**src/rtl/multi_lift_status_collector.sv**
```systemverilog
// multi_lift_status_collector
// Collects per-lift status for the top level of the multi-lift scheme:
//  - latches hall calls into pending lamps, cleared when a lift opens its
//    doors at that floor (clear beats a same-cycle set),
//  - captures per-lift door-open rising edges as arrival events and
//    serialises them, round-robin across lifts, onto a valid/ready report
//    stream.
// Optional build macro LIFT_RPT_OVERRUN_EN adds an 8-bit saturating
// overrun_cnt output counting cycles in which an arrival overwrote a
// still-unreported pending entry.
module multi_lift_status_collector #(
   parameter int N_FLOORS = 12,
   parameter int N_LIFTS  = 10,
   parameter int FLR_W    = $clog2(N_FLOORS),
   parameter int LIFT_W   = $clog2(N_LIFTS)
) (
   input  logic                     clk,
   input  logic                     rst_n,
   input  logic [N_LIFTS*FLR_W-1:0] lift_flr,
   input  logic [N_LIFTS-1:0]       lift_door_open,
   input  logic [N_FLOORS-1:0]      hall_call,
   output logic [N_FLOORS-1:0]      hall_pending,
   output logic                     rpt_valid,
   input  logic                     rpt_ready,
   output logic [LIFT_W-1:0]        rpt_lift,
   output logic [FLR_W-1:0]         rpt_flr
`ifdef LIFT_RPT_OVERRUN_EN
   ,
   output logic [7:0]               overrun_cnt
`endif
);

   typedef enum logic {
      ST_IDLE,
      ST_SEND
   } state_t;

   state_t              r_state;
   state_t              w_state_nxt;

   logic [N_LIFTS-1:0]  r_door_q;
   logic [N_LIFTS-1:0]  w_arr;
   logic [N_LIFTS-1:0]  r_arr_pend;
   logic [FLR_W-1:0]    r_arr_flr [N_LIFTS];

   logic [N_FLOORS-1:0] r_hall_pending;
   logic [N_FLOORS-1:0] w_hall_clr;

   logic [LIFT_W-1:0]   r_rr_ptr;
   logic [LIFT_W-1:0]   r_rpt_lift;
   logic [FLR_W-1:0]    r_rpt_flr;
   logic [LIFT_W-1:0]   w_sel;
   logic                w_found;
   logic                w_load;
   logic                w_hs;
   // The lift being reported re-arrived after its floor was latched into
   // the report; its pending bit must survive the handshake so the newer
   // floor is reported afterwards.
   logic                r_keep;

   // Arrival event: rising edge of a lift's door-open level.
   assign w_arr = lift_door_open & ~r_door_q;

   // Floors at which some lift currently has its doors open (level based).
   always_comb begin
      w_hall_clr = '0;
      for (int unsigned i = 0; i < N_LIFTS; i++) begin
         for (int unsigned f = 0; f < N_FLOORS; f++) begin
            if (lift_door_open[i] && (lift_flr[i*FLR_W +: FLR_W] == FLR_W'(f)))
               w_hall_clr[f] = 1'b1;
         end
      end
   end

   // Round-robin pick: first pending lift scanning from r_rr_ptr upward.
   always_comb begin
      int unsigned idx;
      idx     = 0;
      w_found = 1'b0;
      w_sel   = '0;
      for (int unsigned k = 0; k < N_LIFTS; k++) begin
         idx = 32'(r_rr_ptr) + k;
         if (idx >= 32'(N_LIFTS))
            idx = idx - 32'(N_LIFTS);
         if (!w_found && r_arr_pend[LIFT_W'(idx)]) begin
            w_found = 1'b1;
            w_sel   = LIFT_W'(idx);
         end
      end
   end

   // Report FSM next-state logic: load a report in IDLE, wait for handshake in SEND.
   always_comb begin
      w_state_nxt = r_state;
      w_load      = 1'b0;
      w_hs        = 1'b0;
      case (r_state)
         ST_IDLE: begin
            if (w_found) begin
               w_load      = 1'b1;
               w_state_nxt = ST_SEND;
            end
         end
         ST_SEND: begin
            if (rpt_ready) begin
               w_hs        = 1'b1;
               w_state_nxt = ST_IDLE;
            end
         end
         default: w_state_nxt = ST_IDLE;
      endcase
   end

   // Report FSM state register.
   always_ff @(posedge clk or negedge rst_n) begin
      if (!rst_n)
         r_state <= ST_IDLE;
      else
         r_state <= w_state_nxt;
   end

   // Report payload, round-robin pointer and re-arrival tracking.
   always_ff @(posedge clk or negedge rst_n) begin
      if (!rst_n) begin
         r_rpt_lift <= '0;
         r_rpt_flr  <= '0;
         r_rr_ptr   <= '0;
         r_keep     <= 1'b0;
      end else begin
         if (w_load) begin
            r_rpt_lift <= w_sel;
            r_rpt_flr  <= r_arr_flr[w_sel];
            r_keep     <= w_arr[w_sel];
         end else if ((r_state == ST_SEND) && w_arr[r_rpt_lift]) begin
            r_keep <= 1'b1;
         end
         if (w_hs)
            r_rr_ptr <= (r_rpt_lift == LIFT_W'(N_LIFTS - 1)) ? '0 : r_rpt_lift + 1'b1;
      end
   end

   // Arrival capture: newest floor always wins; pending bit cleared on handshake
   // unless the same lift re-arrived since its report was loaded.
   always_ff @(posedge clk or negedge rst_n) begin
      if (!rst_n) begin
         r_door_q   <= '0;
         r_arr_pend <= '0;
         for (int unsigned i = 0; i < N_LIFTS; i++)
            r_arr_flr[i] <= '0;
      end else begin
         r_door_q <= lift_door_open;
         for (int unsigned i = 0; i < N_LIFTS; i++) begin
            if (w_arr[i]) begin
               r_arr_pend[i] <= 1'b1;
               r_arr_flr[i]  <= lift_flr[i*FLR_W +: FLR_W];
            end else if (w_hs && (r_rpt_lift == LIFT_W'(i)) && !r_keep) begin
               r_arr_pend[i] <= 1'b0;
            end
         end
      end
   end

   // Hall lamps: set by calls, cleared by any open door at that floor (clear wins).
   always_ff @(posedge clk or negedge rst_n) begin
      if (!rst_n)
         r_hall_pending <= '0;
      else
         r_hall_pending <= (r_hall_pending | hall_call) & ~w_hall_clr;
   end

`ifdef LIFT_RPT_OVERRUN_EN
   logic [N_LIFTS-1:0] w_hs_mask;
   logic [7:0]         r_overrun_cnt;

   // Entry being handshaken this cycle is not an overwrite of unreported data.
   always_comb begin
      w_hs_mask = '0;
      if (w_hs)
         w_hs_mask[r_rpt_lift] = 1'b1;
   end

   // Saturating count of cycles with at least one overwritten pending entry.
   always_ff @(posedge clk or negedge rst_n) begin
      if (!rst_n)
         r_overrun_cnt <= '0;
      else if ((|(w_arr & r_arr_pend & ~w_hs_mask)) && (r_overrun_cnt != 8'hFF))
         r_overrun_cnt <= r_overrun_cnt + 8'd1;
   end

   assign overrun_cnt = r_overrun_cnt;
`endif

   assign hall_pending = r_hall_pending;
   assign rpt_valid    = (r_state == ST_SEND);
   assign rpt_lift     = r_rpt_lift;
   assign rpt_flr      = r_rpt_flr;

endmodule

```
**config.mk**
```make
export PLATFORM = sky130hd
export DESIGN_NAME = multi_lift_status_collector
export DESIGN_NICKNAME = d
export VERILOG_FILES = /design/src/rtl/multi_lift_status_collector.sv
export SDC_FILE = /design/constraint.sdc
export NUM_CORES = 1
export LEC_CHECK = 0
export ABC_AREA = 1
export CORE_ASPECT_RATIO = 2
export CORE_MARGIN = 5
export CORE_UTILIZATION = 25
export DETAILED_ROUTE_END_ITERATION = 12
export SLEW_MARGIN = 10
export SYNTH_ARGS = -nofsm -noshare
export SYNTH_HDL_FRONTEND = slang
export SYNTH_SLANG_ARGS = --single-unit
```
**constraint.sdc**
```tcl
create_clock -name clk -period 4 [get_ports clk]
set_input_delay 0.8 -clock clk [delete_from_list [all_inputs] [get_ports clk]]
set_output_delay 0.8 -clock clk [all_outputs]
set_load 0.01 [all_outputs]
```
==> out/results.txt, run 1 <==
status = finished clean
Tightest Pin Transition = 0.666 ns
H-tree lvl count = 3
Layout Nets = 1311
clock skew = 0.0114 ns
drt drc = 0
clk sinks = 86
antenna viol nets, final = 0
cell repeated most along the worst path = nand3_1
number of buffers added on ports = 85
worst-path cell chain = buf_4 -> ha_1 -> a21oi_4 -> nand2_4 -> o21ai_2 -> inv_1 -> nand3_1 -> nand3b_1 -> nand2_2 -> nand4_4 -> nor2_8 -> nand4_4 -> nor2_8 -> nand2_2 -> nand2_2 -> nand3_4 -> clkbuf_16 -> nand3_1 -> nand3_1 -> nand3_1 -> nand2_1 -> nand2_1 -> nand3_1
endpoints failing setup = 0
Post-Syn Nets = 1188
Yosys reg bits = 86
Max Buffers Root-to-Sink = 2
Num CTS Buffers = 9
minimum clock period = 3.77 ns
Post-Syn Area per Cell = 6.54 sq um
GR Util met1 = 22.3%
Die X-Extent = 130 um
WL/cell = 16.6 um
fillcell total = 3086
critical path's slowest cell = dfrtp_2
CP startpoint = r_rr_ptr[2]
global-route wire length before repair = 40400 um
Final Max Slew Viols = 0
Worst R2R Start = r_rr_ptr[2]
Max Cap Viol = 0
layout overhead on the synthesized area = 27.9%
grt met3 use = 2.78%
vias per cell = 4.95
Non-Filler Instances = 1588
die height = 250 um
Total Routing Usage GR = 15.9%
Primary FF master, synth = dfrtp_1
buffers and inverters on the worst path = 3
data arrival time of the critical path = 4.00 ns
Clk pin slew, worst setup/hold paths = 0.07 ns
Post-synth ARST share = 100%
initial antenna violation count = 0
core area = 28600 sq um
Slew Limit Headroom = 55.1%
Post-Syn Area = 7190 sq um
Synthesis Warnings = 0
Routed WL = 26400 um
Post-synth EDFFs = 0
post-synth cell types = 52
share of the yosys chip area belonging to registers = 29.9%
Placed Instances = 1552
final worst path period share = 94.2%
number of DRC violations after detailed-routing iteration 0 = 711
GRT Max-Usage Layer = met2
# hold bufs at CTS = 0
n_diodes = 0
grt met2 use = 24.8%
Slowest Stage Delay on Critical Path = 0.49 ns
startpoint types = flip-flop
Crit path required time = 4.23 ns
Vias = 7856
largest net degree at the start of global routing = 43
Util after Layout = 32.1%
full die area = 32500 sq um
Post-DP HPWL = 21300 um
Root Buffer Master = clkbuf_16
share of layout cells above drive strength 1 = 11.3%
hold crit path type = in2async
CP endpoint kind = flip-flop
I/O pins = 86
CP Class = reg2reg
initial core utilization = 25.1%
grt total ovfl = 0
Detailed Routing Iterations Pass 1 = 5
vias in the first global route = 7340
Clk Latency, worst-skew pair = 0.35 ns
Max Clk Rate = 265 MHz
clock tree from TritonCTS = built
crit-path max FO = 8
endpoints failing hold = 0
Post-Syn Instances = 1100
row count = 88
Final GP Congestion = 0.961
crit-path leading delay family = simple AND/OR/NAND/NOR gates
==> registers in the layout (all words and copies together), names as in the netlist <==
register	flops
r_arr_flr	40
r_arr_pend	10
rpt_lift	4
rpt_flr	4
rpt_valid	1
r_rr_ptr	4
r_keep	1
r_door_q	10
hall_pending	12
==> placed cells by master, fill, tap and decap left out, types with 5 or more instances in the layout <==
cell,synthesis,layout
nand2_2,12,21
nand2_4,3,5
o22ai_1,6,6
o211ai_1,8,8
nor3_1,22,22
inv_2,4,7
ha_1,22,18
o21ai_2,3,9
xor2_1,8,6
clkbuf_16,0,11
o21ai_1,11,6
clkdlybuf4s50_1,0,84
buf_4,3,41
nand2_1,259,248
nor2_1,101,100
inv_1,159,156
a21oi_1,24,24
a211oi_1,5,5
nor4_1,9,9
o21ai_0,88,86
dfrtp_1,86,84
nand4_1,18,18
nand3_1,172,171
o2111ai_1,7,7
a21oi_2,6,6
==> layout make-up <==
type	instances	area (sq um)	area share (%)
multi-input cells	825	4410	47.9
clock buffers	13	250	2.72
repair buffers	131	1260	13.8
flip-flops and latches	86	2150	23.4
inverters	170	648	7.05
well taps	360	450	4.90
clock inverters	3	20.0	0.218
==> per-layer routing <==
layer | vias up | routed length [um]
met3 | 36 | 1690
li1 | 3911 | -
met1 | 3618 | 12000
met2 | 291 | 12200
met4 | 0 | 562
met5 | - | 0
==> metrics by stage <==
stage	setup slack (ns)	setup TNS (ns)	hold WS (ns)	instance area, sq um
after floorplan	0.211	0	0.453	7190
after global placement	0.0928	0	0.471	8570
after detailed placement	0.0924	0	0.481	8570
after CTS	0.0382	0	0.467	8840
after global routing	-0.0433	-0.127	0.491	9200
final	0.233	0	0.441	9200
==> synth_stat cells, drive strengths merged (6+ instances only) <==
master / number / area [sq um]
nor4: 9 / 56.3
clkinv: 6 / 27.5
nor3: 23 / 120
nand4: 21 / 168
clkbuf: 8 / 30.0
nand3: 176 / 916
o2111ai: 7 / 61.3
inv: 164 / 618
buf: 12 / 92.6
o21ai: 102 / 522
o211ai: 8 / 60.1
xor2: 10 / 103
ha: 22 / 275
a21oi: 31 / 189
nand2: 274 / 1080
dfrtp: 86 / 2150
nor2: 103 / 419
o22ai: 6 / 37.5
==> final timing paths <==
path / to / slack, ns / cells after the start
worst max-delay path: rpt_flr[3] / 0.23 / 23
worst min-delay path: r_arr_pend[7] / 0.44 / 1
worst max register to register: rpt_flr[3] / 0.23 / 23
worst min register to register: r_arr_flr[20] / 0.49 / 2
max in group asynchronous: r_rr_ptr[0] / 2.75 / 2
min in group clk: r_arr_flr[20] / 0.49 / 2
==> worst register-to-register path, stage by stage (launching register included) <==
cell and delay (ns):
dfrtp_2 0.49, buf_4 0.20, ha_1 0.30, a21oi_4 0.21
nand2_4 0.11, o21ai_2 0.18, inv_1 0.10, nand3_1 0.08
nand3b_1 0.10, nand2_2 0.16, nand4_4 0.15, nor2_8 0.18
nand4_4 0.15, nor2_8 0.17, nand2_2 0.08, nand2_2 0.09
nand3_4 0.19, clkbuf_16 0.23, nand3_1 0.08, nand3_1 0.10
nand3_1 0.09, nand2_1 0.07, nand2_1 0.06, nand3_1 0.05
==> cell families after synthesis <==
logic type,after synthesis,synth area share (%)
buffers and inverters,190,10.7
adders and majority gates,23,4.11
xor gates and xnor gates,10,1.43
and+or+nand+nor,612,39.0
AOI/OAI and AO/OA,179,14.9
DFF,86,29.9
==> timing repair <==
item | CTS | global route
setup endpoints to repair | 0 | 7
hold endpoints to repair | 0 | 0
buffers inserted | 0 | 17
resized for setup | 0 | 49
Power of run 1 is left out: the tool's default activity adds up to more than one toggle a clock period on the data nets, which glitch-free logic cannot reach.
==> run 2, diff against run 1 <==
--- a/config.mk
+++ b/config.mk
@@ -6,10 +6,12 @@
 export NUM_CORES = 1
 export LEC_CHECK = 0
 export ABC_AREA = 1
+export ABC_CLOCK_PERIOD_IN_PS = 4000
 export CORE_ASPECT_RATIO = 2
 export CORE_MARGIN = 5
 export CORE_UTILIZATION = 25
 export DETAILED_ROUTE_END_ITERATION = 12
+export SETUP_SLACK_MARGIN = 0.02
 export SLEW_MARGIN = 10
 export SYNTH_ARGS = -nofsm -noshare
 export SYNTH_HDL_FRONTEND = slang
==> out/results.txt, run 2 (same netlist as run 1, synthesis figures left out) <==
Max Buffers Root-to-Sink = 2 (unchanged)
share of layout cells above drive strength 1 = 11.6% (+0.33 points)
Total Routing Usage GR = 15.9% (unchanged)
Post-DP HPWL = 21300 um (unchanged)
worst hold slack = 0.442 ns (+0.00136 ns)
full die area = 32500 sq um (unchanged)
final worst path period share = 94.1% (-0.11 points)
Slew Limit Headroom = 55.3% (+0.13 points)
initial antenna violation count = 0 (unchanged)
commonest non-fill, non-tap cell in the layout = nand2_1
n_diodes = 0 (unchanged)
Slowest Stage Delay on Critical Path = 0.49 ns (about the same)
startpoint types = flip-flop
Root Buffer Master = clkbuf_16
vias in the first global route = 7340 (unchanged)
Largest register FFs = 40 (unchanged)
grt total ovfl = 0 (unchanged)
layout overhead on the synthesized area = 28.2%
Worst R2R Start = r_rr_ptr[2]
clock tree from TritonCTS = built
RSZ-0062 raised after global routing = no
Detailed Routing Iterations Pass 1 = 5 (unchanged)
grt met2 use = 24.8% (unchanged)
most frequent cells in the layout = nand2_1, nand3_1, inv_1, nor2_1, o21ai_0
global-route wire length before repair = 40400 um (unchanged)
grt met3 use = 2.78% (unchanged)
clock skew = 0.0114 ns (-0.00000170 ns)
Layout Nets = 1311 (unchanged)
Util after Layout = 32.2% (+0.083 points)
Seq. cell area = 2150 sq um (unchanged)
Vias = 7874 (+0.23%)
GR Util met1 = 22.3% (unchanged)
row count = 88 (unchanged)
Final GP Congestion = 0.961 (unchanged)
CP startpoint = r_rr_ptr[2]
Reg2Reg Depth = 23 (unchanged)
area of the multi-input gates = 4430 sq um (+0.37%)
Die X-Extent = 130 um (unchanged)
endpoints failing setup = 0 (unchanged)
I/O pins = 86 (unchanged)
CP endpoint kind = flip-flop
number of DRC violations after detailed-routing iteration 0 = 718 (+0.98%)
Max Cap Viol = 0 (unchanged)
status = finished clean
Max Clk Rate = 266 MHz (+0.12%)
crit-path max FO = 8 (unchanged)
CP endpoint = rpt_flr[3]
core area = 28600 sq um (unchanged)
antenna viol nets, final = 0 (unchanged)
endpoints failing hold = 0 (unchanged)
Final Max Slew Viols = 0 (unchanged)
fillcell total = 3085 (-0.032%)
Routed WL = 26400 um (about the same)
CP Class = reg2reg
number of buffers added on ports = 85 (unchanged)
Clk pin slew, worst setup/hold paths = 0.07 ns (about the same)
hold crit path type = in2async
initial core utilization = 25.1% (unchanged)
worst-path cell chain = buf_4 -> ha_1 -> a21oi_4 -> nand2_4 -> o21ai_2 -> inv_1 -> nand3_1 -> nand3b_1 -> nand2_2 -> nand4_4 -> nor2_8 -> nand4_4 -> nor2_8 -> nand2_2 -> nand2_2 -> nand3_4 -> clkbuf_16 -> nand3_1 -> nand3_1 -> nand3_1 -> nand2_1 -> nand2_1 -> nand3_1
Crit path required time = 4.23 ns (about the same)
drt drc = 0 (unchanged)
Total Neg Setup Slack = 0 ns (unchanged)
critical path's slowest cell = dfrtp_2
Clk Latency, worst-skew pair = 0.35 ns (about the same)
largest register by flop count = r_arr_flr
clk sinks = 86 (unchanged)
cell repeated most along the worst path = nand3_1
Num CTS Buffers = 9 (unchanged)
Tightest Pin Transition = 0.664 ns (-0.00193 ns)
data arrival time of the critical path = 3.99 ns (about the same)
# hold bufs at CTS = 0 (unchanged)
largest net degree at the start of global routing = 43 (unchanged)
vias per cell = 4.96 (+0.23%)
H-tree lvl count = 3 (unchanged)
worst r2r dst = rpt_flr[3]
minimum clock period = 3.76 ns (-0.00441 ns)
r2r setup slk = 0.24 ns (about the same)
WL/cell = 16.6 um (about the same)
die height = 250 um (unchanged)
GRT Max-Usage Layer = met2
-- run 2: changes by cell type in the layout (fill, tap and decap cells not counted), sizes merged --
cell	previous run	this run
inv	165	164
clkinvlp	2	3
-- run 2: layout make-up --
cell class / count / share of cell area, %
clock buffers: 13 / 2.71
clock inverters: 3 / 0.217
inverters: 170 / 7.07
multi-input cells: 825 / 48.0
flip-flops and latches: 86 / 23.4
well taps: 360 / 4.88
repair buffers: 131 / 13.8
-- run 2: how the worst min path moves through the flow --
stage                              from             to  cells past startpoint
after floorplan            r_arr_flr[0]   r_arr_flr[0]                      2
after global placement    r_arr_flr[20]  r_arr_flr[20]                      2
after detailed placement  r_arr_flr[20]  r_arr_flr[20]                      2
after CTS                         rst_n  r_arr_pend[7]                      1
after global routing              rst_n  r_arr_pend[7]                      1
final                             rst_n  r_arr_pend[7]                      1
-- run 2: through the flow --
step | instance area, sq um | setup slack [ns] | instances
6_report | 9220 | 0.237 | 1588
5_1_grt | 9220 | 0.0000613 | 1588
4_1_cts | 8840 | 0.0382 | 1568
3_5_place_dp | 8570 | 0.0924 | 1552
3_3_place_gp | 8570 | 0.0928 | 1552
2_1_floorplan | 7190 | 0.211 | 1100
-- run 2: per-layer routing --
layer	vias to the layer above	wire, um	part of all wire [%]
met2	292	12100	46
li1	3910	-	-
met3	37	1730	6.5
met1	3635	12000	45
met4	0	581	2.2
met5	-	0	0
-- run 2: repair_timing --
action,in CTS,in global routing
setup endpoints to repair,0,7
gates resized for setup,0,55
setup buffers,0,17
hold endpoints to repair,0,0
-- run 2: critical path, delay by kind of cell (launching register included) --
family	cells	cell delay [ns]
buffers and inverters	3	0.53
DFF	1	0.49
and+or+nand+nor	17	1.91
adders and majority gates	1	0.30
AOI/OAI and AO/OA	2	0.39
Power of run 2 is left out for the same reason.
